<file path="src/rtl/frontmon_mode_sched.sv">
`timescale 1ns/1ps
// Purpose : sequences the front-panel monitor mux through its legal mode codes and snapshots MULTOUT once per dwell.
// Latency : SCAN_EN rise to first MODECODE is 2 cycles; the first snapshot lands 2+SETTLE_CYC+max(DWELL,1)+1 cycles after SCAN_EN rise.
// Backpressure : none; the scan never stalls. An unread snapshot is overwritten and flagged by the sticky OVERRUN.
//
// Ports:
//   CLK, RST           clock, asynchronous active-high reset
//   SCAN_EN            run the automatic scan
//   MAN_SEL, MAN_MODE  manual override: pin MAN_MODE (0 if the code is not legal)
//   MODE_MASK          bit n enables mode code n; only legal codes {1..7,9,11,14} count
//   DWELL              valid cycles per mode before capture (0 behaves as 1)
//   MULTOUT            monitored mux output (bit 0 here is schematic bit 1)
//   SNAP_ACK, CLR_OVR  snapshot consumed / clear the sticky overrun
//   MODECODE           mode select to the mux (bit 0 here is schematic bit 1)
//   MODE_VALID         MULTOUT is settled for the current MODECODE
//   SNAP_DATA/MODE/RDY captured word, its mode code, snapshot pending
//   OVERRUN            sticky: a pending snapshot was overwritten
//   OVR_COUNT          saturating overrun count, present only with FRONTMON_SCHED_OVRCNT_EN defined
//   BUSY               sequencer is not idle
// SETTLE_CYC must be in 1..15.
module frontmon_mode_sched #(
  parameter int SETTLE_CYC = 4,
  parameter int DWELL_W    = 8
) (
  input  logic               CLK,
  input  logic               RST,
  input  logic               SCAN_EN,
  input  logic               MAN_SEL,
  input  logic [3:0]         MAN_MODE,
  input  logic [15:0]        MODE_MASK,
  input  logic [DWELL_W-1:0] DWELL,
  input  logic [15:0]        MULTOUT,
  input  logic               SNAP_ACK,
  input  logic               CLR_OVR,
  output logic [3:0]         MODECODE,
  output logic               MODE_VALID,
  output logic [15:0]        SNAP_DATA,
  output logic [3:0]         SNAP_MODE,
  output logic               SNAP_RDY,
  output logic               OVERRUN,
`ifdef FRONTMON_SCHED_OVRCNT_EN
  output logic [7:0]         OVR_COUNT,
`endif
  output logic               BUSY
);

  typedef enum logic [2:0] {
    ST_IDLE,
    ST_SWITCH,
    ST_SETTLE,
    ST_DWELL,
    ST_CAPTURE,
    ST_MANUAL
  } state_t;

  // Codes the mux actually implements: 1..7, 9, 11, 14.
  localparam logic [15:0] LEGAL_MASK = 16'h4AFE;
  localparam logic [3:0]  SETTLE_LD  = 4'(SETTLE_CYC - 1);

  state_t               state, state_nxt;
  logic [3:0]           code_nxt;
  logic                 valid_nxt;
  // set_cnt counts down the settle window; it also tracks settling outside
  // the scan so MANUAL can raise MODE_VALID after a code change.
  logic [3:0]           set_cnt, set_cnt_nxt;
  logic [DWELL_W-1:0]   dwl_cnt, dwl_cnt_nxt;
  logic [15:0]          em;
  logic [3:0]           man_code;
  logic                 scan_state;
  logic                 capture;
  logic                 ack;
  logic                 ovr_evt;

  // Next enabled code strictly after cur, wrapping 15 -> 1. With cur == 0
  // this yields the lowest enabled code; with a single enabled code it
  // returns that code again. Returns 0 only when em is empty.
  function automatic logic [3:0] next_code(input logic [3:0] cur, input logic [15:0] mask);
    logic [3:0] res;
    logic [4:0] cand;
    res = 4'd0;
    // Walk from farthest to nearest so the nearest match is kept.
    for (int i = 15; i >= 1; i--) begin
      cand = {1'b0, cur} + 5'(i);
      if (cand > 5'd15) cand = cand - 5'd15;
      if (mask[cand[3:0]]) res = cand[3:0];
    end
    return res;
  endfunction

  assign em         = MODE_MASK & LEGAL_MASK;
  assign man_code   = LEGAL_MASK[MAN_MODE] ? MAN_MODE : 4'd0;
  assign scan_state = (state == ST_SWITCH) || (state == ST_SETTLE) ||
                      (state == ST_DWELL)  || (state == ST_CAPTURE);

  always_comb begin
    state_nxt   = state;
    code_nxt    = MODECODE;
    valid_nxt   = MODE_VALID;
    set_cnt_nxt = set_cnt;
    dwl_cnt_nxt = dwl_cnt;
    capture     = 1'b0;

    if (MAN_SEL) begin
      state_nxt = ST_MANUAL;
      code_nxt  = man_code;
      if (man_code != MODECODE) begin
        set_cnt_nxt = SETTLE_LD;
        valid_nxt   = 1'b0;
      end else if (set_cnt == 4'd0) begin
        valid_nxt = 1'b1;
      end else begin
        set_cnt_nxt = set_cnt - 4'd1;
        valid_nxt   = 1'b0;
      end
    end else if ((state == ST_MANUAL) || (scan_state && !SCAN_EN)) begin
      // Abort: partial dwell is dropped, snapshot registers are untouched.
      state_nxt = ST_IDLE;
      code_nxt  = 4'd0;
      valid_nxt = 1'b0;
      if (MODECODE != 4'd0) set_cnt_nxt = SETTLE_LD;
    end else begin
      case (state)
        ST_IDLE: begin
          valid_nxt = 1'b0;
          if (set_cnt != 4'd0) set_cnt_nxt = set_cnt - 4'd1;
          if (SCAN_EN && (em != 16'd0)) state_nxt = ST_SWITCH;
        end
        ST_SWITCH: begin
          // MODE_VALID is left alone here: MODECODE has not moved yet.
          if (em == 16'd0) begin
            state_nxt = ST_IDLE;
            code_nxt  = 4'd0;
            valid_nxt = 1'b0;
            if (MODECODE != 4'd0) set_cnt_nxt = SETTLE_LD;
          end else begin
            state_nxt   = ST_SETTLE;
            code_nxt    = next_code(MODECODE, em);
            valid_nxt   = 1'b0;
            // Reload even when the code repeats so a single-mode scan still settles.
            set_cnt_nxt = SETTLE_LD;
          end
        end
        ST_SETTLE: begin
          if (set_cnt == 4'd0) begin
            state_nxt   = ST_DWELL;
            valid_nxt   = 1'b1;
            dwl_cnt_nxt = (DWELL == '0) ? '0 : DWELL - DWELL_W'(1);
          end else begin
            set_cnt_nxt = set_cnt - 4'd1;
          end
        end
        ST_DWELL: begin
          if (dwl_cnt == '0) state_nxt = ST_CAPTURE;
          else               dwl_cnt_nxt = dwl_cnt - DWELL_W'(1);
        end
        ST_CAPTURE: begin
          capture   = 1'b1;
          state_nxt = ST_SWITCH;
        end
        default: begin
          state_nxt = ST_IDLE;
          code_nxt  = 4'd0;
          valid_nxt = 1'b0;
        end
      endcase
    end
  end

  always_ff @(posedge CLK or posedge RST) begin
    if (RST) begin
      state      <= ST_IDLE;
      MODECODE   <= 4'd0;
      MODE_VALID <= 1'b0;
      BUSY       <= 1'b0;
      set_cnt    <= 4'd0;
      dwl_cnt    <= '0;
    end else begin
      state      <= state_nxt;
      MODECODE   <= code_nxt;
      MODE_VALID <= valid_nxt;
      BUSY       <= (state_nxt != ST_IDLE);
      set_cnt    <= set_cnt_nxt;
      dwl_cnt    <= dwl_cnt_nxt;
    end
  end

  // A capture that meets an unacknowledged snapshot is an overrun; an ack in
  // the same cycle as the capture counts as a clean hand-over.
  assign ack     = SNAP_ACK & SNAP_RDY;
  assign ovr_evt = capture & SNAP_RDY & ~SNAP_ACK;

  always_ff @(posedge CLK or posedge RST) begin
    if (RST) begin
      SNAP_DATA <= 16'd0;
      SNAP_MODE <= 4'd0;
      SNAP_RDY  <= 1'b0;
      OVERRUN   <= 1'b0;
    end else begin
      if (capture) begin
        SNAP_DATA <= MULTOUT;
        SNAP_MODE <= MODECODE;
        SNAP_RDY  <= 1'b1;
      end else if (ack) begin
        SNAP_RDY  <= 1'b0;
      end
      // A new overrun beats a simultaneous clear.
      if (ovr_evt)      OVERRUN <= 1'b1;
      else if (CLR_OVR) OVERRUN <= 1'b0;
    end
  end

`ifdef FRONTMON_SCHED_OVRCNT_EN
  always_ff @(posedge CLK or posedge RST) begin
    if (RST) begin
      OVR_COUNT <= 8'd0;
    end else if (ovr_evt) begin
      if (OVR_COUNT != 8'hFF) OVR_COUNT <= OVR_COUNT + 8'd1;
    end else if (CLR_OVR) begin
      OVR_COUNT <= 8'd0;
    end
  end
`endif

endmodule

</file>
<file path="config.mk">
export PLATFORM = sky130hd
export DESIGN_NAME = frontmon_mode_sched
export DESIGN_NICKNAME = d
export VERILOG_FILES = /design/src/rtl/frontmon_mode_sched.sv
export SDC_FILE = /design/constraint.sdc
export NUM_CORES = 1
export LEC_CHECK = 0
export ABC_AREA = 1
export BUFFER_PORTS_ARGS = -buffer_cell sky130_fd_sc_hd__buf_2
export CAP_MARGIN = 40
export CORE_MARGIN = 2
export CORE_UTILIZATION = 50
export CTS_CLUSTER_DIAMETER = 200
export DETAILED_ROUTE_END_ITERATION = 10
export PLACE_DENSITY = 0.79
export SYNTH_ARGS = -nofsm -noshare
export SYNTH_HDL_FRONTEND = slang
export SYNTH_SLANG_ARGS = --single-unit
</file>
<file path="constraint.sdc">
create_clock -name CLK -period 3.2 [get_ports CLK]
set_input_delay 0.16 -clock CLK [delete_from_list [all_inputs] [get_ports CLK]]
set_output_delay 0.16 -clock CLK [all_outputs]
set_load 0.01 [all_outputs]
</file>
Yosys cells after proc, flatten, opt, wreduce, memory -nomap -nowiden. Memories as Yosys holds them, arrays and structs flattened. Index checks and enable logic that the tools add are counted.

Output and inout port bits: 28. Register bits: 43. Memories: 1. Input bits: 50. Logic and storage cells: 276. ROM bits: 16.

Memory list: (name not given) (words 16, width 1, rd ports 1, clocked after Yosys merged registers in 0, write ports 0, line 91) `assign man_code = LEGAL_MASK[MAN_MODE] ? MAN_MODE : 4'd0;`.

Order comparisons: 31. Bitwise operators: 6. Add/sub/neg operators: 33. Mux-type cells: 158. Reductions and logical operators: 25. Equal/unequal tests: 12.

Operators with widths (count): $mux 4 (101); $lt 4x5->1 const B (16); $gt 5x4->1 const B (15); $bmux 1 s4 (15); $sub 4x4->4 const B (15); $add 4x4->5 const B (8); $mux 1 (28); $mux 8 (3); $add 4x3->5 const B (4); $logic_not 16->1 (1); $logic_not 8->1 (2); $pmux 8 s2 (1); $reduce_bool 16->1 (1); $sub 8x1->8 const B (2); $mux 3 (5); $pmux 3 s5 (1); $pmux 4 s3 (1); $add 4x2->5 const B (2); $pmux 4 s2 (1); $reduce_bool 4->1 (2); $eq 3x2->1 const B (2); $eq 3x3->1 const B (2); $ne 3x1->1 const B (2); $reduce_bool 2->1 (3); 23 further kinds (32).

Logic depth before layout (Yosys ltp). Gate-level depths: netlist of run 1.

Depth in word-level cells: 29. Mapped depth: 36. Gate-level depth less buffers: 33.

Least setup slack after synthesis of run 1. Ideal clock, no wire load.

Path type: reg-to-reg. Start point: register MODECODE[0]. End point: register MODECODE[1]. Data arrival time: 3.244 ns. Stages on the path, launching flop included: 36. Slack: -0.168 ns. Buffers on the path: 3. Period minus slack after synthesis: 3.368 ns. Setup time: 0.124 ns. Path through: dfrtp_1 > buf_6 > inv_2 > buf_2 > ha_1 > buf_4 > inv_4 > nand2_2 > nor2_1 > nand2_1 > nand2_2 > nand2_1 > o21ai_1 > inv_1 > nand4_1 > nand3_1 > nand2_1 > inv_2 > nand2_1 > nand2_1 > nand2_1 > nand2_1 > nand2_1 > nand2_1 > nand2_1 > nand2_1 > nand2_1 > nand2_1 > nand2_1 > nand2_1 > nand2_1 > nand2_1 > nand2_1 > nand2_1 > nand2_1 > nand3_1.

Longest elaborated chain between the ends: 28. Elaborated cells on any way between the ends: 169. Those cells by class: add/sub: 30; order compare: 15; mux: 124.

Ends and longest elaborated chain: start, declared (line 35) `output logic [3:0] MODECODE,`; start signal, assigned (line 179) `MODECODE <= code_nxt;`; $add 4x4->5 (line 83) `cand = {1'b0, cur} + 5'(i);`; $sub 4x4->4 / $gt 5x4->1 (equally long branches) (line 84) `if (cand > 5'd15) cand = cand - 5'd15;`; $mux 4 (line 84); $mux 4 (line 130) `if (em == 16'd0) begin`; $mux 4 (line 122) `case (state)`; $mux 4 (line 115) `end else if ((state == ST_MANUAL) || (scan_state && !SCAN_EN)) begin`; $mux 4 (line 103) `if (MAN_SEL) begin`; $bmux 1 s4 (line 85) `if (mask[cand[3:0]]) res = cand[3:0];`; $mux 1 (not written as such) (line 85); $mux 4 (14 in a row) (line 85); $mux 4 * (line 85); $mux 4 * (line 130); $pmux 4 s2 * (line 122); $mux 4 * (line 115); $mux 4 * (line 103).

Every way passes the cells marked *; elsewhere a longest branch is shown, timed or not. The select of a mux whose other input is x is not followed. A chain may end at the register's enable or synchronous reset.

Final worst setup path of run 1.
Start point: register MODECODE[2]. End point: register MODECODE[3].

Same word-level chain as after synthesis.

==> out/metrics.cfg, run 1 <==
[die]
rows=40
die_height_um=116
die_area_um2=13500
start_util=0.518
coreArea_um2=12100
pin_count=78
die_x_um=116

[sta]
fmax_mhz=284
fin_tns_setup_ps=-1210
slew_viol_final=0
fin_crit_sh=1.10
skew_ps=6.59
worstMarginPinSlew_ps=655
hold_viol=25
slew_headroom=0.561
rsz0062_at_grt=true
setup_ws_ps=-326
setup_viol=4
whs_ps=-9.00
fin_crit_ps=3530

[clocking]
h-tree-depth=2
insertion_delay_ps=290
cts-buffers-inserted=5
root_buffer=clkbuf_16
clk_pin_slew_worst_paths_ps=60
clockBufferDepth=2
cts_tree=built
numClockSinks=43
holdBufCountCts=0

[critical_path]
endpoint_kind=flip-flop
slowest_stage=dfrtp_2
startpoint_type=flip-flop
critical_path.most_common_cell=nand2_1
r2r_cells=31
slowest_delay_ps=450
crit_arrival_ps=3660
required_ps=3340
worstPathMaxFanout=8
worstSetupPathType=flip-flop to flip-flop

[power]
p_int_w=0.00293
cellPowerDensity_nw_per_um2=680
switching_power_w=0.00310
power.leakage_nw=4.65
ir_worst_vdd_mv=0.541
p_seq_frac=0.129
sw_frac_of_total=0.514
clkPwrFrac=0.090
combPwrFrac=0.781

[final_layout]
final_core_util=0.733
final_nets=1384
antenna_cells=0
fill_cells=919
area_growth_pct=41.6
fin_area_um2=8880
drive_above_1_share=0.339

[routing]
drt_iter0_markers=895
drc_errors=0
wl_um=24900
antenna_left=0
via_per_inst=5.84
wire_per_inst_um=16.8
vias=8661
drtPass1Iterations=9

[place]
placed_cell_area_um2=7770
dp_hpwl_um=16400
routabilityCongestion=0.999
port_buffers=71
place_ws_ps=-142

[synth]
postSynthNetCount=1162
syn_inst=1091
synth.yosys.seq_area_share=0.172
synth_cell_type_count=56
ys_ff_latch=43
syn_avg_cell_area_um2=5.75
synth.cell_area_um2=6270
yosys_warnings=0

[global_routing]
grt_max_degree=44
overflow=0
grt_pass1_wl_um=36700
antenna_found_initial=0
grt_pass1_vias=7753
grt.total_usage=0.338

[worst_hold_path]
hold_class=input port to async pin

[status]
violations=negative hold slack, negative setup slack
status=finished, violations left

[flow_run]
drv_cap=0

==> cell usage in the layout (no fill, tap or decap), types with 5 or more instances in the layout <==
cell type,Yosys,routed
o22ai_1,5,5
a21oi_1,56,48
nand3_1,95,79
nor2_4,2,5
nand3_2,5,17
nor2_1,59,57
o21ai_0,90,83
o21ai_4,0,9
o21ai_1,34,33
buf_6,2,12
nor3_1,14,14
buf_2,3,71
a21oi_2,1,5
o21ai_2,11,10
xnor2_1,5,5
inv_1,126,117
a21oi_4,1,5
nand2_1,340,303
nand2_2,26,46
o2111ai_1,8,8
inv_2,38,41
nand4_1,14,14
buf_4,2,153
dfrtp_1,43,40
ha_4,0,11
o211ai_1,6,6
a31oi_1,9,9
clkbuf_16,0,5
ha_1,21,8
xor2_1,15,14
nand2_4,0,17
==> layout make-up <==
type	count	area (µm²)	share of cell area
clock buffers	8	156	0.0176
inverters	168	656	0.0738
multi-input cells	858	5120	0.576
flip-flops and latches	43	1080	0.122
well taps	168	210	0.0237
repair buffers	237	1660	0.187
==> what timing repair did <==
item                       CTS  global route
buffers inserted             7            24
pin swaps                   18            62
gates resized for setup     77            96
setup endpoints to repair    4             4
==> synth_stat cells (all sizes together) <==
cell,number,area share
o31ai,2,0.0024
nor2,64,0.044
inv,166,0.10
nor4,2,0.0020
and2,1,0.0010
nand4,14,0.014
nand2,366,0.23
o22ai,5,0.0050
o311ai,6,0.0096
o32a,1,0.0016
o211ai,7,0.0092
o32ai,1,0.0014
a22oi,2,0.0024
a32oi,1,0.0014
clkbuf,14,0.0084
a21oi,58,0.049
nand3b,4,0.0048
clkinv,2,0.0012
or2,4,0.0040
ha,21,0.042
nand3,100,0.084
xor2,20,0.038
nor3,14,0.011
a211oi,1,0.0012
o21bai,1,0.0030
xnor2,5,0.0070
a41oi,2,0.0028
a31oi,10,0.011
o2111ai,8,0.011
dfrtp,43,0.17
a221oi,1,0.0014
o21ai,135,0.11
o21a,2,0.0026
buf,8,0.0090
==> cells by family (layout without fill, tap and decap cells) <==
group,Yosys count,count (layout),share of synthesized area
AOI/OAI and AO/OA,243,243,0.229
DFF,43,43,0.172
and+or+nand+nor,569,569,0.394
buffers and inverters,190,413,0.119
xor gates and xnor gates,25,25,0.0445
adders and majority gates,21,21,0.0419
==> state kept, by name, indices dropped and copies added (netlist names) <==
register and flops:
SNAP_MODE 4, MODECODE 4, OVERRUN 1, BUSY 1, SNAP_DATA 16, dwl_cnt 8, set_cnt 4, SNAP_RDY 1
MODE_VALID 1, state 3
==> power groups by stage <==
| stage | Clock [W] | Sequential, W | Combinational (W) |
|---|---|---|---|
| CTS | 0.000541 | 0.000773 | 0.00410 |
| global placement | 0 | 0.000767 | 0.00379 |
| floorplan | 0 | 0.000805 | 0.00247 |
| finish | 0.000540 | 0.000779 | 0.00472 |
| detailed placement | 0 | 0.000772 | 0.00386 |
| global route | 0.000570 | 0.000794 | 0.00513 |
==> per-stage QoR <==
| step | std cells | total power, W |
|---|---|---|
| after floorplan | 1091 | 0.00327 |
| after global placement | 1443 | 0.00456 |
| after detailed placement | 1443 | 0.00463 |
| after CTS | 1458 | 0.00541 |
| after global routing | 1482 | 0.00649 |
| final | 1482 | 0.00604 |
==> critical path: cells and delay by family, from the launching register on <==
kind	cells	cell delay [ps]
compound gates	1	170
simple gates	27	2220
flops	1	450
buf+inv	2	200
fa+ha+maj	1	320
==> layer usage <==
metal | vias up | track usage | wire length [µm]
li1 | 4029 | - | -
met1 | 3884 | 0.426 | 9180
met2 | 576 | 0.579 | 11500
met3 | 172 | 0.0481 | 2630
met4 | 0 | 0.144 | 1630
met5 | - | 0 | 0
==> final timing paths <==
check | slack, ps | endpoint | from
worst max-delay path | -330 | MODECODE[3]$_DFFE_PP0P_ | MODECODE[2]$_DFFE_PP0P_
min in group CLK | 60 | SNAP_RDY$_DFFE_PP0P_ | SNAP_ACK
max in group asynchronous | 2820 | MODECODE[1]$_DFFE_PP0P_ | RST
worst max register to register | -330 | MODECODE[3]$_DFFE_PP0P_ | MODECODE[2]$_DFFE_PP0P_
worst min register to register | 470 | SNAP_DATA[4]$_DFFE_PP0P_ | SNAP_DATA[4]$_DFFE_PP0P_
worst min-delay path | -9 | set_cnt[0]$_DFFE_PP0P_ | RST
(Power assumes the default switching activity.)
==> run 2, diff against run 1 <==
--- a/config.mk
+++ b/config.mk
@@ -8,7 +8,7 @@
 export ABC_AREA = 1
 export BUFFER_PORTS_ARGS = -buffer_cell sky130_fd_sc_hd__buf_2
 export CAP_MARGIN = 40
-export CORE_MARGIN = 2
+export CORE_MARGIN = 1
 export CORE_UTILIZATION = 50
 export CTS_CLUSTER_DIAMETER = 200
 export DETAILED_ROUTE_END_ITERATION = 10
@@ -16,3 +16,4 @@
 export SYNTH_ARGS = -nofsm -noshare
 export SYNTH_HDL_FRONTEND = slang
 export SYNTH_SLANG_ARGS = --single-unit
+export TNS_END_PERCENT = 5
==> run 2 against run 1 <==
The flow finishes with violations (negative setup slack). Critical path depth decreased by 3. Sequential power decreased by 2%. Wire length shrank 13%. Via count down 6.1%. Clock power grew 9.3%. Cell count fell by 2.2%.
==> out/metrics.cfg, run 2 (synthesis gave the netlist of run 1 again) <==
[routing]
drtPass1Iterations=7  ; was 9
antenna_left=0  ; unchanged
drc_errors=0  ; unchanged
wl_um=21600  ; was 24,900 µm
vias=8135  ; was 8,661
via_per_inst=5.61  ; was 5.84
drt_iter0_markers=661  ; was 895
wire_per_inst_um=14.9  ; was 16.8 µm

[sta]
fmax_mhz=302  ; was 284 MHz
slew_headroom=0.624  ; was 0.561
fin_crit_sh=1.03  ; was 1.10
skew_ps=3.73  ; was 6.59 ps
slew_viol_final=0  ; unchanged
hold_viol=0  ; was 25
rsz0062_at_grt=true  ; unchanged
fin_tns_setup_ps=-277  ; was -1210 ps
worstMarginPinSlew_ps=558  ; was 655 ps
fin_crit_ps=3310  ; was 3530 ps
setup_viol=4  ; unchanged
setup_ws_ps=-109  ; was -326 ps

[critical_path]
crit_arrival_ps=3480  ; was 3660 ps
crit_family=simple AND/OR/NAND/NOR gates  ; unchanged
worstSetupPathType=flip-flop to flip-flop  ; unchanged
rrSetupSlack_ps=-110  ; was -330 ps
worstPathMaxFanout=7  ; was 8
r2r_end=MODECODE[3]$_DFFE_PP0P_  ; unchanged
reg2reg_from=MODECODE[2]$_DFFE_PP0P_  ; unchanged
required_ps=3370  ; was 3340 ps
worst-path-buf-inv=5  ; was 2
endpoint_kind=flip-flop  ; unchanged
slowest_delay_ps=440  ; was 450 ps
r2r_cells=28  ; was 31
slowest_stage=dfrtp_2  ; unchanged
critical_path.most_common_cell=nand2_1  ; unchanged
startpoint_type=flip-flop  ; unchanged

[global_routing]
antenna_found_initial=0  ; unchanged
overflow=0  ; unchanged
grt_max_degree=44  ; unchanged
grt_pass1_wl_um=34300  ; was 36,700 µm
grt_pass1_vias=7371  ; was 7,753
grt.total_usage=0.329  ; was 0.338

[worst_hold_path]
hold_class=input port to async pin  ; unchanged

[power]
ir_worst_vdd_mv=0.406  ; was 0.541 mV
cellPowerDensity_nw_per_um2=670  ; was 680 nW/µm²
power.total_w=0.00567  ; was 0.00604 W
power.leakage_nw=4.44  ; was 4.65 nW

[clocking]
clk_pin_slew_worst_paths_ps=60  ; about the same
cts_tree=built  ; unchanged
cts-buffers-inserted=5  ; unchanged
clockBufferDepth=2  ; unchanged
numClockSinks=43  ; unchanged
h-tree-depth=2  ; unchanged
insertion_delay_ps=290  ; about the same
root_buffer=clkbuf_16  ; unchanged

[die]
die_x_um=114  ; was 116 µm
start_util=0.518  ; unchanged
coreArea_um2=12100  ; unchanged
pin_count=78  ; unchanged
die_height_um=114  ; was 116 µm
rows=40  ; unchanged
die_area_um2=13000  ; was 13,500 µm²

[status]
violations=negative setup slack  ; was negative hold slack, negative setup slack
status=finished, violations left  ; unchanged

[final_layout]
reg.largest.list=SNAP_DATA x16, dwl_cnt x8  ; unchanged
fin_cells=1450  ; was 1,482
layout_common_cells=nand2_1, buf_4, inv_1  ; unchanged
multiInputGateArea_um2=4960  ; was 5120 µm²
final_nets=1352  ; was 1,384
fill_cells=1061  ; was 919
drive_above_1_share=0.313  ; was 0.339
seq_area_um2=1080  ; about the same
area_growth_pct=34.9  ; was 41.6%
antenna_cells=0  ; unchanged
regMostFlops=SNAP_DATA  ; unchanged
layout_commonest_cell=nand2_1  ; unchanged
largest_reg_flops=16  ; unchanged

[place]
routabilityCongestion=0.999  ; about the same
dp.cells=1426  ; was 1,443
dp_hpwl_um=16000  ; was 16,400 µm
port_buffers=71  ; unchanged

[flow_run]
drv_cap=0  ; unchanged

[run 2: changes by cell type in the layout (fill, tap and decap cells not counted), moves of 3 or more]
cell / before / now
ha_2: 2 / 5
buf_4: 153 / 127
nor2_2: 1 / 4
ha_4: 11 / 7
a21oi_4: 5 / 2
buf_6: 12 / 7
o21ai_0: 83 / 88
nand3_2: 17 / 13
nand3_1: 79 / 83
o21ai_1: 33 / 30
[run 2: per-stage QoR]
stage	util	cell area [µm²]	hold WS [ps]	setup slack, ps
after global placement	0.630	7630	312	-102
after detailed placement	0.630	7630	329	-137
after global routing	0.699	8460	59.9	-369
after CTS	0.668	8100	16.5	-17.5
after floorplan	-	6300	256	4.22
final	0.699	8460	0.833	-109
[run 2: how the worst max path moves through the flow]
stage | start | end | slack [ps] | cells after the start
after floorplan | MODECODE[0]$_DFFE_PP0P_ | MODECODE[1]$_DFFE_PP0P_ | 4 | 36
after global placement | MODECODE[1]$_DFFE_PP0P_ | MODECODE[1]$_DFFE_PP0P_ | -100 | 29
after detailed placement | MODECODE[1]$_DFFE_PP0P_ | MODECODE[2]$_DFFE_PP0P_ | -140 | 29
after CTS | MODECODE[2]$_DFFE_PP0P_ | MODECODE[2]$_DFFE_PP0P_ | -20 | 31
after global routing | MODECODE[1]$_DFFE_PP0P_ | MODECODE[1]$_DFFE_PP0P_ | -370 | 32
final | MODECODE[2]$_DFFE_PP0P_ | MODECODE[3]$_DFFE_PP0P_ | -110 | 28
[run 2: final cells by class]
class / instances / area share
Inverter: 168 / 0.0767
Tap cell: 168 / 0.0248
Clock inverter: 2 / 0.00414
Timing Repair Buffer: 205 / 0.164
Sequential cell: 43 / 0.127
Multi-Input combinational cell: 858 / 0.587
Clock buffer: 6 / 0.0164
[run 2: per-layer routing]
layer | share of wire | vias up | track usage
met5 | 0 | - | 0
met4 | 0.048 | 0 | 0.165
met3 | 0.088 | 80 | 0.0521
met2 | 0.45 | 419 | 0.543
met1 | 0.41 | 3663 | 0.417
li1 | - | 3973 | -
[run 2: tightest hold or removal path, stage by stage]
cell and delay [ps]:
buf_2 100, clkinv_1 40, buf_4 450
[run 2: what timing repair did]
item / in CTS / in global routing
buffers inserted: 5 / 11
pin swaps: 19 / 34
resized for setup: 58 / 73
setup endpoints to repair: 4 / 6
hold buffers: 0 / 0
[run 2: power breakdown]
part / total [W] / internal (W) / switching, W
Combinational: 0.00432 / 0.00172 / 0.00259
Clock: 0.000590 / 0.000388 / 0.000202
Sequential: 0.000765 / 0.000676 / 0.0000883
Total: 0.00567 / 0.00279 / 0.00288
